`src/rtl/ic_pkg.sv`:
```
// Shared types and constants for the interrupt-controller link.
package ic_pkg;
  localparam int IC_NUM_IRQ = 8;
  localparam int IC_ID_W    = 3;
  typedef enum logic [1:0] {
    IDLE,
    SERVICE,
    ACK,
    RELEASE
  } ic_resp_state_e;
endpackage

```
`src/rtl/ic_svc_timer.sv`:
```
// Loadable down-counter; done flags the last counted cycle.
module ic_svc_timer #(
  parameter int W = 8
) (
  input  logic         clk,
  input  logic         rstn,
  input  logic         load,
  input  logic         en,
  input  logic [W-1:0] load_val,
  output logic         done
);
  logic [W-1:0] cnt_d, cnt_q;

  always_comb begin
    cnt_d = cnt_q;
    if (load) begin
      cnt_d = load_val;
    end else if (en && cnt_q != '0) begin
      cnt_d = cnt_q - 1'b1;
    end
  end

  always_ff @(posedge clk or negedge rstn) begin
    if (!rstn) cnt_q <= '0;
    else       cnt_q <= cnt_d;
  end

  assign done = (cnt_q == W'(1));
endmodule

```
`src/rtl/ic_irq_responder.sv`:
```
// Processor-side interrupt responder with programmable service length.
// Optional ack/spurious statistics when IC_RESP_STATS_EN is defined.
module ic_irq_responder
  import ic_pkg::*;
#(
  parameter int NUM_IRQ      = IC_NUM_IRQ,
  parameter int ID_W         = IC_ID_W,
  parameter int LEN_W        = 8,
  parameter int GUARD_CYCLES = 1,
  parameter int CNT_W        = 16
) (
  input  logic             clk,
  input  logic             rstn,
  input  logic             irq_out,
  input  logic [ID_W-1:0]  irq_id,
  input  logic             cpu_ie,
  input  logic [LEN_W-1:0] svc_len,
  output logic             ack,
  output logic             busy,
  output logic [ID_W-1:0]  active_id,
  output logic             spurious,
  input  logic [ID_W-1:0]  stat_sel,
  output logic [CNT_W-1:0] stat_count,
  output logic [CNT_W-1:0] stat_spur
);
  localparam int G_W = $clog2(GUARD_CYCLES + 1);

  ic_resp_state_e state_d, state_q;
  logic ack_d, ack_q;
  logic busy_d, busy_q;
  logic spur_d, spur_q;
  logic [ID_W-1:0] id_d, id_q;
  logic svc_load, svc_en, svc_done;
  logic grd_load, grd_en, grd_done;
  logic ack_evt, spur_evt;
  logic [LEN_W-1:0] svc_ld;

  assign svc_ld = (svc_len == '0) ? LEN_W'(1) : svc_len;

  ic_svc_timer #(.W(LEN_W)) u_svc (
    .clk      (clk),
    .rstn     (rstn),
    .load     (svc_load),
    .en       (svc_en),
    .load_val (svc_ld),
    .done     (svc_done)
  );

  ic_svc_timer #(.W(G_W)) u_grd (
    .clk      (clk),
    .rstn     (rstn),
    .load     (grd_load),
    .en       (grd_en),
    .load_val (G_W'(GUARD_CYCLES)),
    .done     (grd_done)
  );

  always_comb begin
    state_d  = state_q;
    ack_d    = 1'b0;
    busy_d   = busy_q;
    spur_d   = 1'b0;
    id_d     = id_q;
    svc_load = 1'b0;
    svc_en   = 1'b0;
    grd_load = 1'b0;
    grd_en   = 1'b0;
    ack_evt  = 1'b0;
    spur_evt = 1'b0;
    unique case (state_q)
      IDLE: begin
        busy_d = 1'b0;
        if (irq_out && cpu_ie) begin
          state_d  = SERVICE;
          id_d     = irq_id;
          busy_d   = 1'b1;
          svc_load = 1'b1;
        end
      end
      SERVICE: begin
        svc_en = 1'b1;
        busy_d = 1'b1;
        // withdrawal wins over completion on the final count
        if (!irq_out) begin
          state_d  = RELEASE;
          spur_d   = 1'b1;
          spur_evt = 1'b1;
          busy_d   = 1'b0;
          grd_load = 1'b1;
        end else if (svc_done) begin
          state_d = ACK;
          ack_d   = 1'b1;
        end
      end
      ACK: begin
        state_d  = RELEASE;
        busy_d   = 1'b0;
        ack_evt  = 1'b1;
        grd_load = 1'b1;
      end
      RELEASE: begin
        busy_d = 1'b0;
        grd_en = 1'b1;
        if (grd_done) state_d = IDLE;
      end
      default: state_d = IDLE;
    endcase
  end

  always_ff @(posedge clk or negedge rstn) begin
    if (!rstn) begin
      state_q <= IDLE;
      ack_q   <= 1'b0;
      busy_q  <= 1'b0;
      spur_q  <= 1'b0;
      id_q    <= '0;
    end else begin
      state_q <= state_d;
      ack_q   <= ack_d;
      busy_q  <= busy_d;
      spur_q  <= spur_d;
      id_q    <= id_d;
    end
  end

  assign ack       = ack_q;
  assign busy      = busy_q;
  assign spurious  = spur_q;
  assign active_id = id_q;

`ifdef IC_RESP_STATS_EN
  logic [CNT_W-1:0] acks_d [NUM_IRQ];
  logic [CNT_W-1:0] acks_q [NUM_IRQ];
  logic [CNT_W-1:0] spc_d, spc_q;
  logic [CNT_W-1:0] stat_d, stat_q;

  // counts land as the ack cycle ends, so a reset inside it records nothing
  always_comb begin
    acks_d = acks_q;
    spc_d  = spc_q;
    stat_d = acks_q[stat_sel];
    if (ack_evt && acks_q[id_q] != '1)
      acks_d[id_q] = acks_q[id_q] + 1'b1;
    if (spur_evt && spc_q != '1)
      spc_d = spc_q + 1'b1;
  end

  always_ff @(posedge clk or negedge rstn) begin
    if (!rstn) begin
      for (int i = 0; i < NUM_IRQ; i++) acks_q[i] <= '0;
      spc_q  <= '0;
      stat_q <= '0;
    end else begin
      acks_q <= acks_d;
      spc_q  <= spc_d;
      stat_q <= stat_d;
    end
  end

  assign stat_count = stat_q;
  assign stat_spur  = spc_q;
`else
  localparam int unused_num = NUM_IRQ;
  logic unused_stat;
  assign unused_stat = ^{stat_sel, ack_evt, spur_evt};
  assign stat_count  = '0;
  assign stat_spur   = '0;
`endif
endmodule

```
`config.mk`:
```
export PLATFORM = sky130hd
export DESIGN_NAME = ic_irq_responder
export DESIGN_NICKNAME = d
export VERILOG_FILES = /design/src/rtl/ic_pkg.sv /design/src/rtl/ic_svc_timer.sv /design/src/rtl/ic_irq_responder.sv
export SDC_FILE = /design/constraint.sdc
export NUM_CORES = 1
export LEC_CHECK = 0
export ABC_AREA = 1
export CAP_MARGIN = 20
export CORE_ASPECT_RATIO = 0.9
export CORE_UTILIZATION = 38
export DETAILED_ROUTE_END_ITERATION = 8
export GPL_ROUTABILITY_DRIVEN = 0
export PLACE_DENSITY = 0.83
export SLEW_MARGIN = 10
export SYNTH_ARGS = -nofsm -noshare
export SYNTH_HDL_FRONTEND = slang
export SYNTH_SLANG_ARGS = --single-unit
```
`constraint.sdc`:
```
create_clock -name clk -period 1.27 [get_ports clk]
set_input_delay 0.1905 -clock clk [delete_from_list [all_inputs] [get_ports clk]]
set_output_delay 0.1905 -clock clk [all_outputs]
set_load 0.05 [all_outputs]
```
; Yosys cells after proc, flatten, opt, wreduce, memory -nomap -nowiden
; Index checks and enable logic that the tools add are counted.
[classes]
muxes = 22
eq_ne = 7
reduce_logical = 11
add_sub_neg = 2
[op_table]
columns = op, count
row1 = $mux 8, 3
row2 = $mux 1, 12
row3 = $eq 8x1->1 const B, 1
row4 = $logic_not 8->1, 1
row5 = $mux 2, 4
row6 = $pmux 2 s4, 1
row7 = $reduce_bool 8->1, 1
row8 = $sub 8x1->8 const B, 1
row9 = $eq 2x2->1 const B, 2
row10 = $reduce_bool 2->1, 2
row11 = $logic_and 1x1->1, 3
row12 = $ne 3x3->1 const B, 1
row13 = $pmux 1 s3, 1
row14 = $reduce_and 3->1, 1
row15 = $eq 2x1->1 const B, 1
row16 = $logic_not 2->1, 1
row17 = $ne 2x1->1 const B, 1
row18 = $ne 2x2->1 const B, 1
row19 = $pmux 1 s2, 1
row20 = $reduce_and 2->1, 1
row21 = $reduce_or 2->1, 1
row22 = $sub 1x1->1 const B, 1
[totals]
elab_cells = 49
out_inout_bits = 38
regBits = 17

; Depth between registers and ports, before layout
; Gate-level depths: netlist (run 1).
[logic_depth]
depth_word = 5
depth_mapped = 10
mapped_depth_nobuf = 10

; Modules after synthesis
; A second synthesis (run 1) with hierarchy kept.
[unflattened]
hier_cells = 198
hier_area_um2 = 1437.6
[modules_own_cells]
columns = module, n_inst, area_per_inst_um2, cells_each
row1 = ic_irq_responder, 1, 759.5, 102
row2 = ic_svc_timer at u_svc, 1, 633.1, 90
row3 = ic_svc_timer at u_grd, 1, 45.0, 6

; Worst setup path after synthesis (run 1)
; OpenSTA, ideal clock, no wires.
[synth_timing]
path_kind = register to register
start = reg state_q[0]
end = reg u_svc.cnt_q[2]
setup_time_ps = 117
slack_ps = -111
path_buffers = 1
required_ps = 1153
path_stages_with_launch = 11
arrival_ps = 1264
path_cell_list = dfrtp_1 > inv_1 > ha_1 > inv_2 > nor2_2 > inv_2 > buf_2 > nand2_1 > o21ai_0 > nand2_1 > nand2_1
[synth_between]
elab_chain_cells = 4
word_cells_on_any_way = 7
cone_classes = 1 x eq/ne / 3 x mux / 3 x reduce/logical
[synth_rtl]
columns = item, line_no
row1 = from (decl), ic_irq_responder.sv:28  ; ic_resp_state_e state_d, state_q;
row2 = from (signal assigned), ic_irq_responder.sv:118  ; state_q <= state_d;
row3 = $eq 2x1->1, ic_irq_responder.sv:70  ; unique case (state_q)
row4 = $mux 1, ic_irq_responder.sv:70
row5 = $logic_and 1x1->1, ic_svc_timer.sv:18  ; end else if (en && cnt_q != '0) begin
row6 = $reduce_bool 2->1 (no line), -
row7 = to (signal assigned), ic_svc_timer.sv:25  ; else cnt_q <= cnt_d;
row8 = to (decl), ic_svc_timer.sv:12  ; logic [W-1:0] cnt_d, cnt_q;
; Several ways; a longest one is shown, not always the timed one.
; A chain may end at the register's enable or synchronous reset.

; Worst setup path after layout (run 1)
[layout_timing]
start = reg state_q[0]
end = reg u_svc.cnt_q[3]
; Same word-level chain as after synthesis.

==> Implementation_results.wiki, run 1 <==
{| class="wikitable"
! Metric !! Value
|-
| Clk pin slew, worst setup/hold paths || 0.07 ns
|-
| Yosys warning total || 0
|-
| Antenna violations before repair || 0
|-
| Distinct cell type count after synthesis || 26
|-
| Via count of the first global-routing pass || 1,129
|-
| Layout cell share with drive strength beyond 1 || 30.3%
|-
| Metal3 WL || 148 um
|-
| Required time reported for the critical path endpoint || 1.42 ns
|-
| Overall die height || 57.9 um
|-
| Root cell of the clock tree || sky130_fd_sc_hd__clkbuf_8
|-
| Effective utilization at floorplan || 41.5%
|-
| Violated checks || negative setup slack
|-
| Number of standard-cell rows in the floorplan || 19
|-
| Time the final worst path needs with I/O delays and setup || 1.36 ns
|-
| Global-route total usage across every layer || 17.5%
|-
| Post-Syn Area per Cell || 7.26 um^2
|-
| Setup-violating endpoint count in the final report || 13
|-
| Clock Sinks || 17
|-
| Achievable frequency || 736 MHz
|-
| Clock latency at the later pin of the worst-skew pair || 0.26 ns
|-
| Number of register bits inferred by synthesis || 17
|-
| Final WL || 3000 um
|-
| Primary FF master, synth || sky130_fd_sc_hd__dfrtp_1
|-
| Top cells by area, synth || sky130_fd_sc_hd__dfrtp_1 (32%), sky130_fd_sc_hd__buf_4 (18%), sky130_fd_sc_hd__nand2_1 (15%), sky130_fd_sc_hd__ha_1 (6.6%), sky130_fd_sc_hd__nand3_1 (5.3%)
|-
| Launching point of the worst reg2reg path || state_q[0]
|-
| Top Metal Used || met4
|-
| Antenna diode count || 0
|-
| Fill cell instance count of the final layout || 294
|-
| Net count reported at finish || 260
|-
| Commonest cells in the synthesized netlist || sky130_fd_sc_hd__nand2_1 (53), sky130_fd_sc_hd__buf_4 (32), sky130_fd_sc_hd__inv_1 (18), sky130_fd_sc_hd__dfrtp_1 (17), sky130_fd_sc_hd__nand3_1 (14)
|-
| Number of buffers and inverters on the critical path || 4
|-
| Signed area change from the synthesized netlist to the final layout || 42.5%
|-
| Tightest Hold Check Type || in -> async
|-
| Detailed-routed wire length on met2 || 1550 um
|-
| Hold-fix buffers at CTS || 0
|-
| Non-filler instance count after layout || 276
|-
| Post-route clock skew || 0.00489 ns
|-
| Count of TritonRoute iterations in the first routing pass || 4
|-
| Wire length of the first global-routing pass || 4930 um
|-
| Worst endpoint data arrival time || 1.51 ns
|-
| Critical Setup Path Class || reg -> reg
|-
| First DRT Iteration DRCs || 18
|-
| Die width || 64.2 um
|-
| Area of the placeable core || 3190 um^2
|-
| Count leader, synth || sky130_fd_sc_hd__nand2_1
|-
| Fraction of synthesis flops using an asynchronous set or reset pin || 100%
|-
| Post-Route Utilization || 59.1%
|-
| Via density || 4.38
|-
| Crit. End Element || flop
|-
| Run status || finished with violations
|-
| Post-synthesis instance area || 1320 um^2
|-
| Sequential fraction of the synthesis area || 32.2%
|-
| Cell breakdown of the critical path || inv_2 > ha_4 > inv_2 > nor2_4 > inv_4 > nand2_4 > clkinv_2 > nand2_1 > nand2_1
|-
| Total instance count after detailed placement || 270
|-
| Worst setup startpoint || state_q[0]
|-
| Worst-case vdd ir drop || 1.47 mV
|-
| Largest net degree at the start of global routing || 18
|-
| GRT overflow || 0
|-
| Detailed-route DRC error count || 0
|-
| Number of max-slew violations in the final report || 0
|-
| Highest net fanout along the worst path || 11
|-
| Count of maximum capacitance violations || 0
|-
| Leakage || 0.985 nW
|-
| Port Buffers || 20
|-
| Number of enable flip-flop cells after synthesis || 0
|-
| Share of the synthesized area in the top cell type || 32.2%
|-
| Clock tree from TritonCTS || done
|-
| Leading area contributor after synthesis || sky130_fd_sc_hd__dfrtp_1
|-
| Wire length on met1 || 1200 um
|-
| Power density cells || 2500 nW/um^2
|-
| Number of CTS-inserted buffers || 3
|-
| Critical Path Source Type || flop
|-
| Setup repair after global routing missed its margin || true
|-
| DP HPWL || 2280 um
|-
| I/O pins || 56
|-
| Area enclosed by the die boundary || 3720 um^2
|-
| Family with the most delay on the worst path || flip-flops
|-
| Peak per-stage delay on the critical path || 0.42 ns
|-
| Overall via count from detail_route || 1,208
|-
| Post-layout worst setup margin || -0.0887 ns
|-
| Tot Pwr || 0.00471 W
|-
| Syn Inst Count || 182
|-
| Deepest clock path buffer count || 2
|-
| Level count of the clock H-tree || 1
|-
| Crit path max-delay cell type || sky130_fd_sc_hd__dfrtp_1
|-
| Post-route clock period utilization || 107%
|-
| Hold Violations, Final || 0
|-
| Final TNS setup || -0.736 ns
|-
| DR WL/cell || 10.9 um
|-
| Routed Antenna Nets || 0
|}
[report_power, final]
part           internal, W  switching, W
logic              0.00147       0.00181
registers         0.000792      0.000208
clock network     0.000218      0.000207
total              0.00248       0.00223
[cell families (layout without fill, tap and decap cells)]
| kind of cell | after synthesis | in the layout | share of synthesized area, % |
|---|---|---|---|
| flip-flops | 17 | 17 | 32.2 |
| AO/OA/AOI/OAI | 11 | 11 | 5.59 |
| other | 1 | 32 | 0.284 |
| adder cells (fa/ha/maj) | 7 | 7 | 6.63 |
| XOR/XNOR | 1 | 1 | 0.663 |
| AND/OR/NAND/NOR | 89 | 89 | 29.4 |
| buffers and inverters | 56 | 77 | 25.3 |
[registers in the layout (all words and copies together), names as in the netlist]
register	flops
ack	1
active_id	3
busy	1
spurious	1
state_q	2
u_grd.done	1
u_svc.cnt_q	8
[final timing paths]
| path | to | slack, ns | depth (start not counted) |
|---|---|---|---|
| worst max-delay path | u_svc.cnt_q[3] | -0.09 | 9 |
| worst min register to register | active_id[1] | 0.54 | 2 |
| min in group clk | active_id[0] | 0.46 | 3 |
| worst max register to register | u_svc.cnt_q[3] | -0.09 | 9 |
| max in group asynchronous | u_svc.cnt_q[5] | 0.79 | 2 |
| worst min-delay path | active_id[0] | 0.28 | 2 |
[routing by layer]
metal | vias to the layer above | track usage, %
li1 | 601 | -
met1 | 544 | 20.2
met2 | 52 | 32.2
met3 | 11 | 1.18
met4 | 0 | 10.5
met5 | - | 0
[worst register-to-register path: cells and delay by family, from the launching register on]
family / cells / cell delay (ns)
DFF: 1 / 0.42
and+or+nand+nor: 4 / 0.37
buffers and inverters: 4 / 0.33
adders and majority gates: 1 / 0.13
[cell type report]
class                   count  area [um^2]  share of cell area (%)
clock inverters             1         5.00                   0.266
multi-input cells         140          772                    41.0
inverters                  22         86.3                    4.58
flip-flops and latches     17          425                    22.6
well taps                  42         52.6                    2.79
repair buffers             51          500                    26.6
clock buffers               3         41.3                    2.19
[stage by stage]
stage	setup slack (ns)	instance area, um^2	hold slack, ns
final	-0.0887	1880	0.279
after global routing	-0.186	1880	0.293
after CTS	-0.0702	1880	0.285
after detailed placement	-0.220	1730	0.509
after global placement	-0.163	1730	0.497
after floorplan	-0.0146	1460	-0.105
[timing repair]
action,4_1_cts,5_1_grt
pin swaps,9,0
resized for setup,19,3
setup buffers,2,0
setup endpoints to repair,14,15
[layout by cell type (no fill, tap or decap), types with 2 or more instances in the layout]
| master | count |
|---|---|
| sky130_fd_sc_hd__inv_2 | 8 |
| sky130_fd_sc_hd__nor2_2 | 4 |
| sky130_fd_sc_hd__ha_4 | 3 |
| sky130_fd_sc_hd__buf_12 | 6 |
| sky130_fd_sc_hd__nor2_4 | 3 |
| sky130_fd_sc_hd__dfrtp_1 | 17 |
| sky130_fd_sc_hd__o21ai_0 | 5 |
| sky130_fd_sc_hd__buf_6 | 2 |
| sky130_fd_sc_hd__clkdlybuf4s50_1 | 14 |
| sky130_fd_sc_hd__clkinv_2 | 2 |
| sky130_fd_sc_hd__nand2_1 | 51 |
| sky130_fd_sc_hd__clkbuf_8 | 3 |
| sky130_fd_sc_hd__ha_1 | 3 |
| sky130_fd_sc_hd__o21ai_1 | 2 |
| sky130_fd_sc_hd__nand2_2 | 4 |
| sky130_fd_sc_hd__buf_4 | 29 |
| sky130_fd_sc_hd__inv_1 | 12 |
| sky130_fd_sc_hd__conb_1 | 32 |
| sky130_fd_sc_hd__nor2_1 | 7 |
| sky130_fd_sc_hd__nand3_1 | 14 |
Note: power is estimated with default switching activity, not from simulation.
==> run 2: changes to the inputs <==
--- a/config.mk
+++ b/config.mk
@@ -7,9 +7,8 @@
 export LEC_CHECK = 0
-export ABC_AREA = 1
 export CAP_MARGIN = 20
 export CORE_ASPECT_RATIO = 0.9
-export CORE_UTILIZATION = 38
+export CORE_UTILIZATION = 37
 export DETAILED_ROUTE_END_ITERATION = 8
 export GPL_ROUTABILITY_DRIVEN = 0
-export PLACE_DENSITY = 0.83
+export PLACE_DENSITY = 0.84
 export SLEW_MARGIN = 10
--- a/constraint.sdc
+++ b/constraint.sdc
@@ -3,2 +3,2 @@
 set_output_delay 0.1905 -clock clk [all_outputs]
-set_load 0.05 [all_outputs]
+set_load 0.005 [all_outputs]
==> run 2 against run 1 <==
Effect of this change: the run still ends with negative setup slack left; power fell by 17%; wire length rose by 1.3%; sequential power barely moved; clock-buffer cell count rose by 1; area after synthesis fell by 11%; sequential share of layout area rose by 0.59 points; critical path type unchanged; highest routed layer unchanged.
==> Implementation_results.wiki, run 2 <==
{| class="wikitable"
! Metric !! Value
|-
| Critical Path Source Type || flop
|-
| Distinct cell type count after synthesis || 30 (+15%)
|-
| Post-route clock period utilization || 140% (+34 points)
|-
| First DRT Iteration DRCs || 24 (+6)
|-
| Area of the placeable core || 3040 um^2 (-4.5%)
|-
| Hold-fix buffers at CTS || 0 (unchanged)
|-
| Tightest hold margin || 0.222 ns (-0.0570 ns)
|-
| Global-route total usage across every layer || 18.0% (+0.50 points)
|-
| Metal3 WL || 135 um (-8.8%)
|-
| Root cell of the clock tree || sky130_fd_sc_hd__clkbuf_4
|-
| Violated checks || negative setup slack
|-
| GRT overflow || 0 (unchanged)
|-
| Run status || finished with violations
|-
| Flip-flop count of the largest register after layout || 8 (unchanged)
|-
| Top Metal Used || met4
|-
| Power density cells || 2130 nW/um^2 (-15%)
|-
| Antenna diode count || 0 (unchanged)
|-
| Highest net fanout along the worst path || 2 (-9)
|-
| Level count of the clock H-tree || 1 (unchanged)
|-
| Overall die height || 55.5 um (-4.2%)
|-
| Worst endpoint data arrival time || 1.99 ns (+0.48 ns)
|-
| Port Buffers || 20 (unchanged)
|-
| Via count of the first global-routing pass || 987 (-13%)
|-
| Wire length of the first global-routing pass || 4500 um (-8.7%)
|-
| Critical Setup Path Class || reg -> reg
|-
| Antenna violations before repair || 0 (unchanged)
|-
| Most frequent cells in the layout || sky130_fd_sc_hd__conb_1 (32), sky130_fd_sc_hd__buf_4 (29), sky130_fd_sc_hd__dfrtp_1 (16), sky130_fd_sc_hd__clkdlybuf4s50_1 (14), sky130_fd_sc_hd__nor2_1 (10)
|-
| Clock Sinks || 17 (unchanged)
|-
| Tot Pwr || 0.00392 W (-17%)
|-
| Count of TritonRoute iterations in the first routing pass || 4 (unchanged)
|-
| Share of the synthesized area in the top cell type || 36.1% (+3.9 points)
|-
| Post-Syn Area per Cell || 9.65 um^2 (+33%)
|-
| Primary FF master, synth || sky130_fd_sc_hd__dfrtp_1
|-
| Slack of the worst reg-to-reg path || -0.51 ns (-0.43 ns)
|-
| DR WL/cell || 13.6 um (+25%)
|-
| Largest net degree at the start of global routing || 18 (unchanged)
|-
| Via density || 4.55 (+3.9%)
|-
| Required time reported for the critical path endpoint || 1.47 ns (+0.05 ns)
|-
| Time the final worst path needs with I/O delays and setup || 1.78 ns (+0.426 ns)
|-
| Detailed-routed wire length on met2 || 1590 um (+2.5%)
|-
| Clock tree from TritonCTS || done
|-
| Number of enable flip-flop cells after synthesis || 0 (unchanged)
|-
| Commonest cells in the synthesized netlist || sky130_fd_sc_hd__buf_4 (32), sky130_fd_sc_hd__dfrtp_1 (17), sky130_fd_sc_hd__nor2_1 (11), sky130_fd_sc_hd__ha_1 (7)
|-
| Die width || 61.5 um (-4.2%)
|-
| Post-synthesis instance area || 1180 um^2 (-11%)
|-
| Number of standard-cell rows in the floorplan || 19 (unchanged)
|-
| Area enclosed by the die boundary || 3410 um^2 (-8.2%)
|-
| Reg with most FFs || u_svc.cnt_q
|-
| Signed area change from the synthesized netlist to the final layout || 56.3%
|-
| Clock latency at the later pin of the worst-skew pair || 0.31 ns (+0.05 ns)
|-
| I/O pins || 56 (unchanged)
|-
| Wire length on met1 || 1230 um (+2.8%)
|-
| Syn Inst Count || 122 (-33%)
|-
| Number of max-slew violations in the final report || 0 (unchanged)
|-
| Deepest clock path buffer count || 2 (unchanged)
|-
| Effective utilization at floorplan || 38.7% (-2.8 points)
|-
| Most common cell after layout, fill and taps aside || sky130_fd_sc_hd__conb_1
|-
| Detailed-route DRC error count || 0 (unchanged)
|-
| Final WL || 3040 um (+1.3%)
|-
| DP HPWL || 1720 um (-25%)
|-
| Setup-violating endpoint count in the final report || 14 (+1)
|-
| Fraction of synthesis flops using an asynchronous set or reset pin || 100% (unchanged)
|-
| Yosys warning total || 0 (unchanged)
|-
| Crit. End Element || flop
|-
| Hold Violations, Final || 0 (unchanged)
|-
| Routed Antenna Nets || 0 (unchanged)
|-
| Leading area contributor after synthesis || sky130_fd_sc_hd__dfrtp_1
|-
| Post-route clock skew || 0.0111 ns (+0.00619 ns)
|-
| Count of maximum capacitance violations || 0 (unchanged)
|-
| Count leader, synth || sky130_fd_sc_hd__buf_4
|-
| Net count reported at finish || 207 (-20%)
|-
| Number of CTS-inserted buffers || 3 (unchanged)
|-
| Overall via count from detail_route || 1,014 (-16%)
|-
| Leakage || 0.885 nW (-10%)
|-
| Achievable frequency || 560 MHz (-24%)
|-
| Tightest Hold Check Type || in -> async
|-
| Number of register bits inferred by synthesis || 17 (unchanged)
|-
| Layout cell share with drive strength beyond 1 || 38.7% (+8.3 points)
|-
| Sequential fraction of the synthesis area || 36.1% (+3.9 points)
|-
| Post-layout worst setup margin || -0.514 ns (-0.426 ns)
|-
| Worst-case vdd ir drop || 1.41 mV (-4.5%)
|-
| Clk pin slew, worst setup/hold paths || 0.11 ns (+0.04 ns)
|-
| Setup repair after global routing missed its margin || true
|-
| Top cells by area, synth || sky130_fd_sc_hd__dfrtp_1 (36%), sky130_fd_sc_hd__buf_4 (20%), sky130_fd_sc_hd__ha_1 (7.4%), sky130_fd_sc_hd__mux2i_1 (4.3%), sky130_fd_sc_hd__mux2_2 (3.8%)
|}
-- run 2: cell count changes after synthesis, sizes merged, moves of 3 or more --
cell,before,now
a21oi,0,6
inv,21,6
mux2,0,5
mux2i,0,5
nand2,56,5
nand3,14,2
nor2,14,11
nor4,0,3
o21ai,8,2
xnor2,0,3
-- run 2: kinds of logic after synthesis --
logic type | count (synthesis) | share of synthesized area, %
multiplexers | 10 | 9.03
other | 1 | 0.319
AND/OR/NAND/NOR | 31 | 14.9
XOR/XNOR | 3 | 2.23
flip-flops | 17 | 36.1
adder cells (fa/ha/maj) | 7 | 7.44
buffers and inverters | 39 | 22.6
AO/OA/AOI/OAI | 14 | 7.33
-- run 2: through the flow --
stage	util, %	setup WS (ns)	instances	instance area, um^2	TNS (ns)
2_1_floorplan	-	-0.468	153	1320	-2.28
3_3_place_gp	49.5	-0.372	204	1510	-3.63
3_5_place_dp	49.5	-0.423	204	1510	-4.07
4_1_cts	57.8	-0.436	218	1760	-3.26
5_1_grt	60.5	-0.544	223	1840	-4.64
6_report	60.5	-0.514	223	1840	-3.82
-- run 2: cell type report --
type                    count  area (um^2)
clock buffers               4         26.3
repair buffers             57          534
fillers                   249         1200
multi-input cells          97          773
well taps                  42         52.6
flip-flops and latches     17          427
inverters                   6         27.5
-- run 2: worst max-delay path, cell delays in order (launching register included) --
cell                       delay (ns)
sky130_fd_sc_hd__dfrtp_1         0.43
sky130_fd_sc_hd__nor4_4          0.32
sky130_fd_sc_hd__nand3_2         0.13
sky130_fd_sc_hd__a222oi_1        0.32
sky130_fd_sc_hd__buf_4           0.18
sky130_fd_sc_hd__mux2_4          0.29
-- run 2: timing repair --
| item | CTS | global route |
|---|---|---|
| gates resized for setup | 38 | 11 |
| pin swaps | 11 | 11 |
| setup endpoints to repair | 21 | 16 |
| cloned | 1 | 0 |
| setup buffers | 10 | 7 |
-- run 2: power by group --
group          switching [W]  internal, W
Combinational        0.00108      0.00151
Clock               0.000184     0.000123
Sequential          0.000231     0.000793
Total                0.00149      0.00243
-- run 2: final timing paths --
kind,from,depth (start not counted),endpoint
max,u_svc.cnt_q[6],5,state_q[1]
min,rstn,2,u_grd.done
max reg2reg,u_svc.cnt_q[6],5,state_q[1]
min reg2reg,active_id[0],1,active_id[0]
max in group asynchronous,rstn,2,state_q[0]
min in group clk,svc_len[5],3,u_svc.cnt_q[5]
-- run 2: metal layers --
metal  up-vias  track usage [%]
li1        467                -
met1       485             22.9
met2        53             30.7
met3         9             2.11
met4         0             6.67
met5         -                0
==> run 3: changes to the inputs <==
- REMOVE_ABC_BUFFERS: unset -> 1
==> run 3 against run 2 <==
Effect of this change: the flow still finishes with violations (negative setup slack); largest power group unchanged; largest cell class unchanged; register-to-register slack improved by 0.04 ns; sequential cell count did not move; power fell by 9.9%.
==> Implementation_results.wiki, run 3 (synthesized netlist as in run 2, its figures left out) <==
{| class="wikitable"
! Metric !! Value
|-
| Hold Violations, Final || 0 (unchanged)
|-
| Number of standard-cell rows in the floorplan || 19 (unchanged)
|-
| Count of TritonRoute iterations in the first routing pass || 4 (unchanged)
|-
| Layout cell share with drive strength beyond 1 || 34.7% (-4.0 points)
|-
| Setup repair after global routing missed its margin || true
|-
| Via density || 4.45 (-2.0%)
|-
| Clk pin slew, worst setup/hold paths || 0.10 ns (about the same)
|-
| Number of cells on the worst reg-to-reg path || 4 (-1)
|-
| Hold-fix buffers at CTS || 0 (unchanged)
|-
| Largest net degree at the start of global routing || 18 (unchanged)
|-
| Worst-case vdd ir drop || 1.09 mV (-23%)
|-
| Port Buffers || 20 (unchanged)
|-
| Setup-violating endpoint count in the final report || 13 (-1)
|-
| Post-route clock period utilization || 138% (-2.9 points)
|-
| GRT overflow || 0 (unchanged)
|-
| Count of maximum capacitance violations || 0 (unchanged)
|-
| DR WL/cell || 12.4 um (-9.2%)
|-
| Effective utilization at floorplan || 38.7% (unchanged)
|-
| Overall via count from detail_route || 971 (-4.2%)
|-
| Worst slack, placed || -0.561 ns (-0.137 ns)
|-
| I/O pins || 56 (unchanged)
|-
| Deepest clock path buffer count || 2 (unchanged)
|-
| Net count reported at finish || 202 (-2.4%)
|-
| Antenna diode count || 0 (unchanged)
|-
| Crit path max-delay cell type || sky130_fd_sc_hd__dfrtp_1
|-
| Leakage || 0.833 nW (-5.9%)
|-
| Clock latency at the later pin of the worst-skew pair || 0.30 ns (about the same)
|-
| Run status || finished with violations
|-
| Critical Path Source Type || flop
|-
| Number of max-slew violations in the final report || 0 (unchanged)
|-
| Root cell of the clock tree || sky130_fd_sc_hd__clkbuf_4
|-
| Number of CTS-inserted buffers || 3 (unchanged)
|-
| Wire length of the first global-routing pass || 4080 um (-9.2%)
|-
| Routed Antenna Nets || 0 (unchanged)
|-
| Flip-flop count of the largest register after layout || 8 (unchanged)
|-
| Level count of the clock H-tree || 1 (unchanged)
|-
| Peak per-stage delay on the critical path || 0.43 ns (about the same)
|-
| Overall die height || 55.5 um (unchanged)
|-
| Final WL || 2700 um (-11%)
|-
| Cell count along the critical path || 4 (-1)
|-
| Cell breakdown of the critical path || nor4_4 > nand3_2 > a222oi_1 > mux2_1
|-
| Global-route total usage across every layer || 16.8% (-1.2 points)
|-
| Time the final worst path needs with I/O delays and setup || 1.75 ns (-0.0366 ns)
|-
| DP HPWL || 1630 um (-4.9%)
|-
| Signed area change from the synthesized netlist to the final layout || 49.7%
|-
| Critical Setup Path Class || reg -> reg
|-
| Antenna violations before repair || 0 (unchanged)
|-
| Most common cell after layout, fill and taps aside || sky130_fd_sc_hd__conb_1
|-
| Detailed-route DRC error count || 0 (unchanged)
|-
| First DRT Iteration DRCs || 14 (-42%)
|-
| Crit. End Element || flop
|-
| Reg with most FFs || u_svc.cnt_q
|-
| Post-route clock skew || 0.00187 ns (-0.00922 ns)
|-
| Post-layout worst setup margin || -0.478 ns (+0.0366 ns)
|-
| Highest net fanout along the worst path || 2 (unchanged)
|-
| Violated checks || negative setup slack
|-
| Via count of the first global-routing pass || 863 (-13%)
|-
| Tightest hold margin || 0.216 ns (-0.00645 ns)
|-
| Area of the placeable core || 3040 um^2 (unchanged)
|-
| Achievable frequency || 572 MHz (+2.1%)
|-
| Clock tree from TritonCTS || done
|-
| Clock Sinks || 17 (unchanged)
|-
| Most frequent cells in the layout || sky130_fd_sc_hd__conb_1 (32), sky130_fd_sc_hd__buf_4 (24), sky130_fd_sc_hd__dfrtp_1 (17), sky130_fd_sc_hd__clkdlybuf4s50_1 (14), sky130_fd_sc_hd__nor2_1 (10)
|-
| Area enclosed by the die boundary || 3410 um^2 (unchanged)
|-
| Required time reported for the critical path endpoint || 1.47 ns (about the same)
|-
| Tightest Hold Check Type || in -> async
|-
| Worst endpoint data arrival time || 1.94 ns (-0.05 ns)
|-
| Die width || 61.5 um (unchanged)
|-
| Number of buffers and inverters on the critical path || 0 (-1)
|-
| Power density cells || 2010 nW/um^2 (-5.9%)
|-
| Family with the most delay on the worst path || simple AND/OR/NAND/NOR gates
|}
run 3: cell types whose count changed in the layout (fill, tap and decap cells not counted), sizes merged:
cell | before | now
clkinv | 0 | 1
buf | 36 | 31
clkbuf | 4 | 3
run 3: final timing paths:
| path | start | end | slack [ns] |
|---|---|---|---|
| setup / recovery | u_svc.cnt_q[6] | state_q[1] | -0.48 |
| hold / removal | rstn | u_svc.cnt_q[4] | 0.22 |
| setup reg to reg | u_svc.cnt_q[6] | state_q[1] | -0.48 |
| hold reg to reg | active_id[1] | active_id[1] | 0.51 |
| max in group asynchronous | rstn | u_grd.done | 0.86 |
| min in group clk | irq_id[1] | active_id[1] | 0.49 |
run 3: metrics by stage:
| stage | power, W | area (um^2) | instances | util, % | TNS (ns) |
|---|---|---|---|---|---|
| finish | 0.00354 | 1760 | 218 | 57.9 | -3.35 |
| global route | 0.00379 | 1760 | 218 | 57.9 | -4.26 |
| CTS | 0.00328 | 1710 | 214 | 56.3 | -3.08 |
| detailed placement | 0.00260 | 1500 | 206 | 49.1 | -4.57 |
| global placement | 0.00255 | 1500 | 206 | 49.1 | -4.14 |
| floorplan | 0.00176 | 1050 | 120 | - | -4.06 |
run 3: per-layer routing:
layer,global-route usage [%],vias up,wire length [um]
li1,-,460,-
met1,21.6,471,1100
met2,27.0,32,1440
met3,5.15,8,105
met4,4.76,0,50
met5,0,-,0
run 3: final cells by class:
class / instances / area, um^2
repair buffers: 52 / 493
well taps: 42 / 52.6
fillers: 276 / 1280
multi-input cells: 97 / 739
clock inverters: 1 / 5.00
flip-flops and latches: 17 / 425
inverters: 6 / 25.0
clock buffers: 3 / 22.5
run 3: power breakdown:
| part | switching, W | total, W | internal, W |
|---|---|---|---|
| sequential | 0.000177 | 0.000967 | 0.000790 |
| clock | 0.000187 | 0.000305 | 0.000118 |
| combinational | 0.000972 | 0.00226 | 0.00129 |
| total | 0.00134 | 0.00354 | 0.00220 |
run 3: what timing repair did:
action,CTS,global route
gates cloned,1,0
setup endpoints to repair,21,16
buffers inserted,4,5
gates resized for setup,36,8
pin swaps,15,4
endpoints found under the hold margin,0,0
run 3: worst register-to-register path, delay by kind of cell (launching register included):
family	cells	cell delay [ns]
AO/OA/AOI/OAI	1	0.41
AND/OR/NAND/NOR	2	0.45
multiplexers	1	0.36
flip-flops	1	0.43
